--- src/rtl/conv_test_controller.sv ---
// Self-test sequencer for the conv datapath: issues vectors, checks results vs golden ROM.
// Latency: next_test one cycle after start; per-test minimum 3 cycles; all outputs registered except result_ready.
// Backpressure: waits on the generator valid/ready and on result_valid; a watchdog aborts a stalled run.
module conv_test_controller #(
  parameter int NUM_TESTS = 8,
  parameter int RESULT_W  = 128,
  parameter int TIMEOUT   = 1023
) (
  input  logic                clk,
  input  logic                rstn,
  input  logic                start,
  output logic                next_test,
  input  logic                in_valid,
  input  logic                in_ready,
  input  logic                result_valid,
  input  logic [RESULT_W-1:0] result_data,
  output logic                result_ready,
  output logic [2:0]          exp_index,
  input  logic [RESULT_W-1:0] exp_data,
  output logic [2:0]          test_index,
  output logic [3:0]          err_count,
  output logic                busy,
  output logic                done,
  output logic                pass,
  output logic                timeout_err
);

  localparam int WD_W = $clog2(TIMEOUT + 1);

  localparam logic [2:0] S_IDLE        = 3'd0;
  localparam logic [2:0] S_ISSUE       = 3'd1;
  localparam logic [2:0] S_WAIT_ACCEPT = 3'd2;
  localparam logic [2:0] S_WAIT_RESULT = 3'd3;
  localparam logic [2:0] S_DONE        = 3'd4;

  localparam logic [2:0]      LAST_IDX = 3'(NUM_TESTS - 1);
  // The watchdog reaches TIMEOUT on the edge that declares the timeout.
  localparam logic [WD_W-1:0] WD_LAST  = WD_W'(TIMEOUT - 1);

  logic [2:0]      state;
  logic [WD_W-1:0] wd;
  logic [2:0]      vec_ptr;

  logic            in_wait;
  logic            accept_hs;
  logic            result_hs;
  logic            wd_expire;
  logic            mismatch;
  logic [3:0]      err_inc;

  assign in_wait      = (state == S_WAIT_ACCEPT) || (state == S_WAIT_RESULT);
  assign accept_hs    = (state == S_WAIT_ACCEPT) && in_valid && in_ready;
  assign result_hs    = (state == S_WAIT_RESULT) && result_valid;
  // A handshake landing on the final watchdog cycle wins over the timeout.
  assign wd_expire    = in_wait && (wd == WD_LAST) && !accept_hs && !result_hs;
  assign mismatch     = (result_data != exp_data);
  assign err_inc      = (err_count == 4'hF) ? 4'hF : err_count + 4'd1;

  assign result_ready = (state == S_WAIT_RESULT);
  assign exp_index    = vec_ptr;

  // Watchdog: restarts at each issue and at the accept handshake, counts while waiting.
  always_ff @(posedge clk or negedge rstn) begin
    if (!rstn) begin
      wd <= '0;
    end else if ((state == S_ISSUE) || accept_hs) begin
      wd <= '0;
    end else if (in_wait) begin
      wd <= wd + WD_W'(1);
    end
  end

  // Run sequencing, result scoring and status outputs.
  always_ff @(posedge clk or negedge rstn) begin
    if (!rstn) begin
      state       <= S_IDLE;
      vec_ptr     <= 3'd0;
      next_test   <= 1'b0;
      test_index  <= 3'd0;
      err_count   <= 4'd0;
      busy        <= 1'b0;
      done        <= 1'b0;
      pass        <= 1'b0;
      timeout_err <= 1'b0;
    end else begin
      next_test <= 1'b0;
      if (wd_expire) begin
        // The generator already advanced past this vector, so keep vec_ptr in step.
        state       <= S_DONE;
        vec_ptr     <= vec_ptr + 3'd1;
        err_count   <= err_inc;
        timeout_err <= 1'b1;
        busy        <= 1'b0;
        done        <= 1'b1;
        pass        <= 1'b0;
      end else begin
        case (state)
          S_IDLE, S_DONE: begin
            if (start) begin
              state       <= S_ISSUE;
              next_test   <= 1'b1;
              busy        <= 1'b1;
              test_index  <= 3'd0;
              err_count   <= 4'd0;
              timeout_err <= 1'b0;
              done        <= 1'b0;
              pass        <= 1'b0;
            end
          end
          S_ISSUE: begin
            state <= S_WAIT_ACCEPT;
          end
          S_WAIT_ACCEPT: begin
            if (accept_hs) begin
              state <= S_WAIT_RESULT;
            end
          end
          S_WAIT_RESULT: begin
            if (result_hs) begin
              vec_ptr <= vec_ptr + 3'd1;
              if (mismatch) begin
                err_count <= err_inc;
              end
              if (test_index == LAST_IDX) begin
                state <= S_DONE;
                busy  <= 1'b0;
                done  <= 1'b1;
                pass  <= !mismatch && (err_count == 4'd0);
              end else begin
                state      <= S_ISSUE;
                next_test  <= 1'b1;
                test_index <= test_index + 3'd1;
              end
            end
          end
          default: begin
            state <= S_IDLE;
            busy  <= 1'b0;
          end
        endcase
      end
    end
  end

endmodule
--- config.mk ---
export PLATFORM = sky130hd
export DESIGN_NAME = conv_test_controller
export DESIGN_NICKNAME = d
export VERILOG_FILES = /design/src/rtl/conv_test_controller.sv
export SDC_FILE = /design/constraint.sdc
export NUM_CORES = 1
export LEC_CHECK = 0
export CELL_PAD_IN_SITES_DETAIL_PLACEMENT = 0
export CELL_PAD_IN_SITES_GLOBAL_PLACEMENT = 1
export CORE_ASPECT_RATIO = 2
export CORE_MARGIN = 3
export CORE_UTILIZATION = 18
export CTS_CLUSTER_DIAMETER = 80
export DETAILED_ROUTE_END_ITERATION = 8
export PLACE_DENSITY = 0.88
export SYNTH_ARGS = -nofsm -noshare
export SYNTH_HDL_FRONTEND = slang
export SYNTH_SLANG_ARGS = --single-unit
--- constraint.sdc ---
create_clock -name clk -period 2.3 [get_ports clk]
set_clock_uncertainty 0.1 [all_clocks]
set_input_delay 0.345 -clock clk [delete_from_list [all_inputs] [get_ports clk]]
set_output_delay 0.345 -clock clk [all_outputs]
set_load 0.03 [all_outputs]
---- Yosys cells after proc, flatten, opt, wreduce, memory -nomap -nowiden ----
Index checks and enable logic that the tools add are counted.
W data, S select, Z words.
operators by class
  multiplexer cells ....................... 42
  eq/ne operators ......................... 17
  bitwise logic cells ..................... 1
  $add $sub $neg .......................... 4
  reductions and logical operators ........ 30
operator list
  operator                 number
  $ne A128 B128 Y1         1
  $mux W3                  11
  $mux W10                 2
  $mux W4                  5
  $mux W1                  17
  $pmux W3 S4              1
  $reduce_and A4 Y1        3
  $reduce_bool A2 Y1       6
  $add A10 B1 Y10 const B  1
  $eq A10 B10 Y1 const B   1
  $ne A3 B1 Y1 const B     3
  $pmux W4 S2              1
  $logic_and A1 B1 Y1      7
  $add A3 B1 Y3 const B    2
  $eq A3 B2 Y1 const B     2
  $eq A3 B3 Y1 const B     2
  $ne A3 B3 Y1 const B     2
  $pmux W1 S2              3
  $pmux W3 S2              1
  $reduce_and A5 Y1        1
  $add A4 B1 Y4 const B    1
  $eq A4 B4 Y1 const B     1
  $logic_not A4 Y1         1
  $ne A2 B1 Y1 const B     2
  other kinds (11)         17
word-level totals
  output and inout bits ................... 16
  register bits ........................... 28
  logic and storage cells ................. 104
  input bits .............................. 262

---- Depth between registers and ports, before layout ----
Gate-level depths: netlist of run 1.
  word-level depth ........................ 8
  mapped depth ............................ 8
  gate-level depth less buffers ........... 8

---- Least setup slack after synthesis of run 1 ----
OpenSTA, ideal clock, no wires.
  kind .................................... register to register
  start ................................... register state[2]
  end ..................................... register err_count[0]
  cell stages (with the launch flop) ...... 7
  library setup time ...................... 125 ps
  arrival ................................. 2121 ps
  data required time ...................... 2075 ps
  setup slack ............................. -46 ps
  path through ............................ dfrtp_1 and3b_1 buf_2 o21ai_1 or4_4 o31a_1 mux2_4
RTL lines
  element                                                line  text
  from (decl)                                            40    logic [2:0] state;
  from (signal assigned)                                 76    state <= S_IDLE;
  from (signal assigned)                                 89    state <= S_DONE;
  from (signal assigned)                                 100   state <= S_ISSUE;
  $eq A3 B2 Y1 (*)                                       --
  named net result_ready                                 17    output logic result_ready,
  $logic_or A1 B1 Y1                                     51    assign in_wait = (state == S_WAIT_ACCEPT) || (state == S_WAIT_RESULT);
  $logic_and A1 B1 Y1 (3 in series)                      55    assign wd_expire = in_wait && (wd == WD_LAST) && !accept_hs && !result_hs;
  $ne A3 B1 Y1 (no source line) (tied with other cells)  --
  $reduce_and A4 Y1 (no source line)                     --
  to (signal assigned)                                   91    err_count <= err_inc;
  to (signal assigned)                                   122   err_count <= err_inc;
  to (decl)                                              21    output logic [3:0] err_count,
The timed path passes the listed nets; every way through them passes the cells marked *.
A chain may end at the register's enable or synchronous reset.

---- Worst setup path in the final report of run 1 ----
  start ................................... input port exp_data[94]
  end ..................................... register err_count[3]
on the way
  longest elaborated chain between the ends .. 3
ends and longest elaborated chain
  element                             line  text
  from (decl)                         19    input logic [RESULT_W-1:0] exp_data,
  $ne A128 B128 Y1                    56    assign mismatch = (result_data != exp_data);
  $ne A3 B1 Y1 (no source line)       --
  $reduce_and A4 Y1 (no source line)  --
No other way between the ends.

==> qor.txt, run 1 <==
post-DR vias/cell = 4.24
worst hold slack = 0.373 ns
hold-fix buffer count after cts = 0
post-synth top area share = 0.243
Crit Reg-Reg Startpoint = wd[0]$_DFFE_PN0P_
DRC viols = 0
global-route wire length before repair = 18.9 mm
Clk Tree Root Cell = clkbuf_16
post-synthesis cell type count = 39
die footprint = 0.0176 mm^2
Async S/R FF share, synth = 1.00
Yosys warning count = 0
peak supply drop = 0.000261 V
setup total negative slack = 0 ns
DPL Wire Length = 11.5 mm
DRT antenna net count = 0
Worst Hold Class = in -> async
most common library cells after synthesis = xor2_1, xnor2_1, dfrtp_1
Worst-Margin Slew = 0.439 ns
clk sinks = 28
Seq/Total Area, Yosys = 0.243
H-tree levels = 1
Syn Nets = 596
Initial Util = 0.186
Total Routed Length = 12.6 mm
antenna violations before repair = 0
largest net degree at the start of global routing = 29
Critical Path Source = exp_data[94]
startpoint types = input port
Crit Path Class = in -> reg
Max Freq = 435 MHz
number of global-route vias before repair = 3981
CORE AREA = 0.0155 mm^2
synth top area cells = dfrtp_1, xor2_1, xnor2_1
critical path peak fanout = 4
routability-driven placement congestion ratio = 0.838
final-stage net count = 901
drt wl/cell = 15.2 um
IO buf count = 277
mean post-synth cell area = 8.80 um^2
grt ovf = 0
Synth Instances = 327
count leader, synth = xor2_1
fraction of layout cells with a size suffix above 1 = 0.152
CTS tree = built
Mapped Area = 0.00288 mm^2
Power Density = 475 mW/mm^2
final period utilization = 1.00
Final min period = 2.30 ns
CTS buffer count = 3
Row Count = 64
CP Capture Point = err_count[3]$_DFFE_PN0P_
P_leak = 2.63 nW
Worst-Skew Late Latency = 0.26 ns
drt pass-1 iters = 4
clock transition at the registers of the reported paths = 0.07 ns
DR iter-0 viols = 68
antenna cells = 0
final slew viol count = 0
I/O pins = 278
vias = 3509
FF+latch count, synth = 28
reg-to-reg slack, setup = 0.02 ns
number of hold violations in the final report = 0
WP data required = 2.35 ns
r2r endpoint = err_count[3]$_DFFE_PN0P_
Die Ht = 185 um
Clock Path Buffers = 2
Rel. slew slack = 0.707
R2R cell count = 8
WP data arrival = 2.35 ns
leading area contributor after synthesis = dfrtp_1
final count of negative-setup-slack endpoints = 0
Area Growth Syn to Fin = 110%
GRT Total Usage = 0.140
Crit. End Element = register
die width = 95.4 um
Max Cap Viol = 0
RSZ-0062 raised after global routing = true
Post-synth EDFFs = 0
run status = finished, final reports clean
top_reg_cell synth = dfrtp_1
[cells in the final DEF, fill, tap and decap left out, drive strengths merged, types with 3 or more instances in the layout]
| cell type | Yosys | routed |
|---|---|---|
| a211oi | 3 | 3 |
| a21oi | 9 | 9 |
| a31oi | 3 | 3 |
| buf | 2 | 33 |
| clkbuf | 1 | 28 |
| clkdlybuf4s15 | 0 | 44 |
| clkdlybuf4s50 | 0 | 81 |
| dfrtp | 28 | 28 |
| dlygate4sd2 | 0 | 117 |
| dlymetal6s2s | 0 | 3 |
| ha | 7 | 7 |
| inv | 10 | 10 |
| mux2 | 4 | 4 |
| nand2 | 19 | 19 |
| nand3 | 9 | 9 |
| nand4 | 23 | 23 |
| nor2 | 15 | 15 |
| nor4 | 19 | 19 |
| o21ai | 14 | 14 |
| or3 | 4 | 4 |
| or4 | 3 | 3 |
| xnor2 | 62 | 62 |
| xor2 | 72 | 72 |
[per-layer routing]
metal | vias up | share of wire | global-route usage
met5 | - | 0 | 0
met4 | 0 | 0.018 | 0.0302
met3 | 14 | 0.068 | 0.0321
met2 | 159 | 0.61 | 0.289
met1 | 1582 | 0.30 | 0.133
li1 | 1754 | - | -
[flip-flops by register name, indices dropped and copies added, names as in the netlist]
name,cells
test_index,3
wd,10
busy,1
state,3
next_test,1
timeout_err,1
pass,1
exp_index,3
done,1
err_count,4
[area by class of cell]
cell class,instances,area (um^2)
Clock buffer,3,75.1
Timing Repair Buffer,303,2680
Inverter,10,37.5
Fill cell,1661,9420
Multi-Input combinational cell,286,2290
Sequential cell,28,701
Tap cell,198,248
[critical path, cell delays in order]
cell and delay [ns]:
dlygate4sd2_1 0.24, xor2_1 0.15, a221oi_2 0.20, nand4_1 0.19, or4_4 0.53, o31a_1 0.37
mux2_4 0.32
[logic make-up after synthesis]
kind of cell	after synthesis	share of synthesized area
AO/OA/AOI/OAI	40	0.0861
XOR/XNOR	134	0.408
adder cells (fa/ha/maj)	7	0.0304
buffers and inverters	13	0.0178
flip-flops	28	0.243
multiplexers	5	0.0230
AND/OR/NAND/NOR	100	0.192
[through the flow]
| step | instances | total power [mW] | instance area [um^2] | setup WS (ns) | utilization |
|---|---|---|---|---|---|
| detailed placement | 824 | 2.57 | 6070 | -0.630 | 0.393 |
| global placement | 824 | 2.54 | 6070 | -0.611 | 0.393 |
| finish | 828 | 2.87 | 6030 | 0.000373 | 0.390 |
| global route | 828 | 3.10 | 6030 | -0.0630 | 0.390 |
| floorplan | 327 | 1.55 | 2880 | 0.0264 | - |
| CTS | 828 | 2.89 | 6040 | 0.000788 | 0.391 |
[how the worst min path moves through the flow]
stage / cells after the start / start / endpoint
floorplan: 0 / rstn / busy$_DFFE_PN0P_
global placement: 1 / exp_index[2]$_DFFE_PN0P_ / exp_index[2]$_DFFE_PN0P_
detailed placement: 1 / exp_index[2]$_DFFE_PN0P_ / exp_index[2]$_DFFE_PN0P_
CTS: 1 / exp_index[2]$_DFFE_PN0P_ / exp_index[2]$_DFFE_PN0P_
global route: 2 / rstn / exp_index[1]$_DFFE_PN0P_
finish: 2 / rstn / exp_index[1]$_DFFE_PN0P_
[power breakdown]
part,switching [mW],internal (mW)
Sequential,0.0854,0.616
Clock,0.159,0.231
Combinational,0.856,0.921
[repair_timing]
action                                  CTS  global route
endpoints found under the setup margin    5             5
setup buffers                             1             0
pin swaps                               108            50
resized for setup                       251            89
Note: power is estimated with default switching activity, not from simulation.
==> inputs of run 2 (changes only) <==
--- a/config.mk
+++ b/config.mk
@@ -9,10 +9,10 @@
 export CELL_PAD_IN_SITES_GLOBAL_PLACEMENT = 1
 export CORE_ASPECT_RATIO = 2
 export CORE_MARGIN = 3
-export CORE_UTILIZATION = 18
+export CORE_UTILIZATION = 20
 export CTS_CLUSTER_DIAMETER = 80
 export DETAILED_ROUTE_END_ITERATION = 8
-export PLACE_DENSITY = 0.88
+export PLACE_DENSITY = 0.92
 export SYNTH_ARGS = -nofsm -noshare
 export SYNTH_HDL_FRONTEND = slang
 export SYNTH_SLANG_ARGS = --single-unit
==> constraint.sdc (replaced) <==
create_clock -name clk -period 2.5 [get_ports clk]
set_clock_uncertainty 0.1 [all_clocks]
set_input_delay 0.375 -clock clk [delete_from_list [all_inputs] [get_ports clk]]
set_output_delay 0.375 -clock clk [all_outputs]
set_load 0.03 [all_outputs]
==> run 2 against run 1 <==
- critical path depth did not move
- routed wire length down 0.49%
- register-to-register slack improved by 0.10 ns
- flip-flop and latch count is the same
- highest routed layer unchanged
==> qor.txt, run 2 (same netlist as run 1, synthesis figures left out) <==
clk sinks = 28
Regs by FF count = wd (10), err_count (4)
Row Count = 61
Total Routed Length = 12.6 mm
r2r endpoint = err_count[1]$_DFFE_PN0P_
Hold EP = exp_index[2]$_DFFE_PN0P_
I/O pins = 278
fillcell total = 1373
final slew viol count = 0
DRT antenna net count = 0
grt ovf = 0
Max Freq = 406 MHz
peak supply drop = 0.000245 V
Worst-Skew Late Latency = 0.26 ns
Final min period = 2.47 ns
final period utilization = 0.986
number of hold violations in the final report = 0
reg-to-reg slack, setup = 0.12 ns
worst setup margin = 0.0342 ns
global-route wire length before repair = 19.0 mm
DRC viols = 0
RSZ-0062 raised after global routing = false
Worst Hold Class = reg -> reg
antenna violations before repair = 0
drt wl/cell = 15.5 um
Rel. slew slack = 0.618
Reg area = 701 um^2
routability-driven placement congestion ratio = 0.918
Clk Tree Root Cell = clkbuf_16
post-DR vias/cell = 4.41
WHS Path Cells = 1
P_leak = 2.88 nW
antenna cells = 0
Crit Reg-Reg Startpoint = wd[1]$_DFFE_PN0P_
Clock Path Buffers = 2
run status = finished, final reports clean
drt pass-1 iters = 4
startpoint types = input port
clock transition at the registers of the reported paths = 0.06 ns
WP data arrival = 2.51 ns
vias = 3565
CORE AREA = 0.0140 mm^2
H-tree levels = 1
Worst-Margin Slew = 0.569 ns
worst hold slack = 0.377 ns
Crit Path Class = in -> reg
max reg flops = 10
Critical Path Source = exp_data[115]
Crit. End Element = register
Area Growth Syn to Fin = 115%
die width = 90.8 um
number of global-route vias before repair = 3924
final-stage net count = 890
Die Ht = 176 um
CTS buffer count = 3
most common cell after layout, fill and taps aside = clkdlybuf4s50_1
fraction of layout cells with a size suffix above 1 = 0.0679
IO buf count = 277
post-layout util = 0.444
largest net degree at the start of global routing = 29
DR iter-0 viols = 86
Initial Util = 0.206
critical path peak fanout = 4
GRT Total Usage = 0.149
most frequent cells in the layout = clkdlybuf4s50_1, dlygate4sd2_1, xor2_1, xnor2_1, dlymetal6s2s_1
WP data required = 2.55 ns
Most flops, register = wd
final count of negative-setup-slack endpoints = 0
worst slack at placement = -0.436 ns
R2R cell count = 7
Power Density = 422 mW/mm^2
CTS tree = built
DPL Wire Length = 11.4 mm
hold wc startpoint = exp_index[2]$_DFFE_PN0P_
Max Cap Viol = 0
die footprint = 0.0160 mm^2
multi-input logic area = 0.00223 mm^2
## run 2: what timing repair did
item | CTS | global route
buffers inserted | 0 | 1
resized for setup | 93 | 68
hold endpoints to repair | 0 | 0
hold buffers | 0 | 0
setup endpoints to repair | 4 | 4
pin swaps | 45 | 42
## run 2: how the worst max path moves through the flow
stage | slack, ns | endpoint
after floorplan | 0.15 | err_count[0]$_DFFE_PN0P_
after global placement | -0.41 | err_count[1]$_DFFE_PN0P_
after detailed placement | -0.44 | err_count[1]$_DFFE_PN0P_
after CTS | 0.002 | err_count[1]$_DFFE_PN0P_
after global routing | 0.003 | err_count[3]$_DFFE_PN0P_
final | 0.03 | err_count[1]$_DFFE_PN0P_
## run 2: worst max-delay path: stages
cell and delay (ns):
clkdlybuf4s50_1 0.42, xor2_1 0.18, nor4_1 0.18, nand4_1 0.19, or4_4 0.46, o31a_1 0.38
mux2_4 0.32
## run 2: per-stage QoR
step / cell area [um^2] / setup TNS, ns / power [mW] / instances
3_3_place_gp: 5990 / -1.78 / 2.23 / 805
5_1_grt: 6190 / 0 / 2.79 / 808
2_1_floorplan: 2880 / 0 / 1.42 / 327
6_report: 6190 / 0 / 2.61 / 808
4_1_cts: 6010 / 0 / 2.63 / 807
3_5_place_dp: 5990 / -1.93 / 2.30 / 805
## run 2: power breakdown
part / internal [mW] / switching (mW) / leakage (nW)
clock network: 0.212 / 0.148 / 0.0370
logic: 0.838 / 0.749 / 2.48
registers: 0.567 / 0.0981 / 0.371
total: 1.62 / 0.996 / 2.88
## run 2: routing by layer
metal | track usage | vias to the layer above | part of all wire
met5 | 0 | - | 0
met4 | 0.0378 | 0 | 0.030
met3 | 0.0283 | 23 | 0.065
met2 | 0.316 | 184 | 0.59
met1 | 0.140 | 1627 | 0.31
li1 | - | 1731 | -
## run 2: final cells by class
class / count / area share
Timing Repair Buffer: 292 / 0.470
Multi-Input combinational cell: 286 / 0.360
Sequential cell: 28 / 0.113
Tap cell: 189 / 0.0382
Clock buffer: 3 / 0.0121
Inverter: 10 / 0.00606
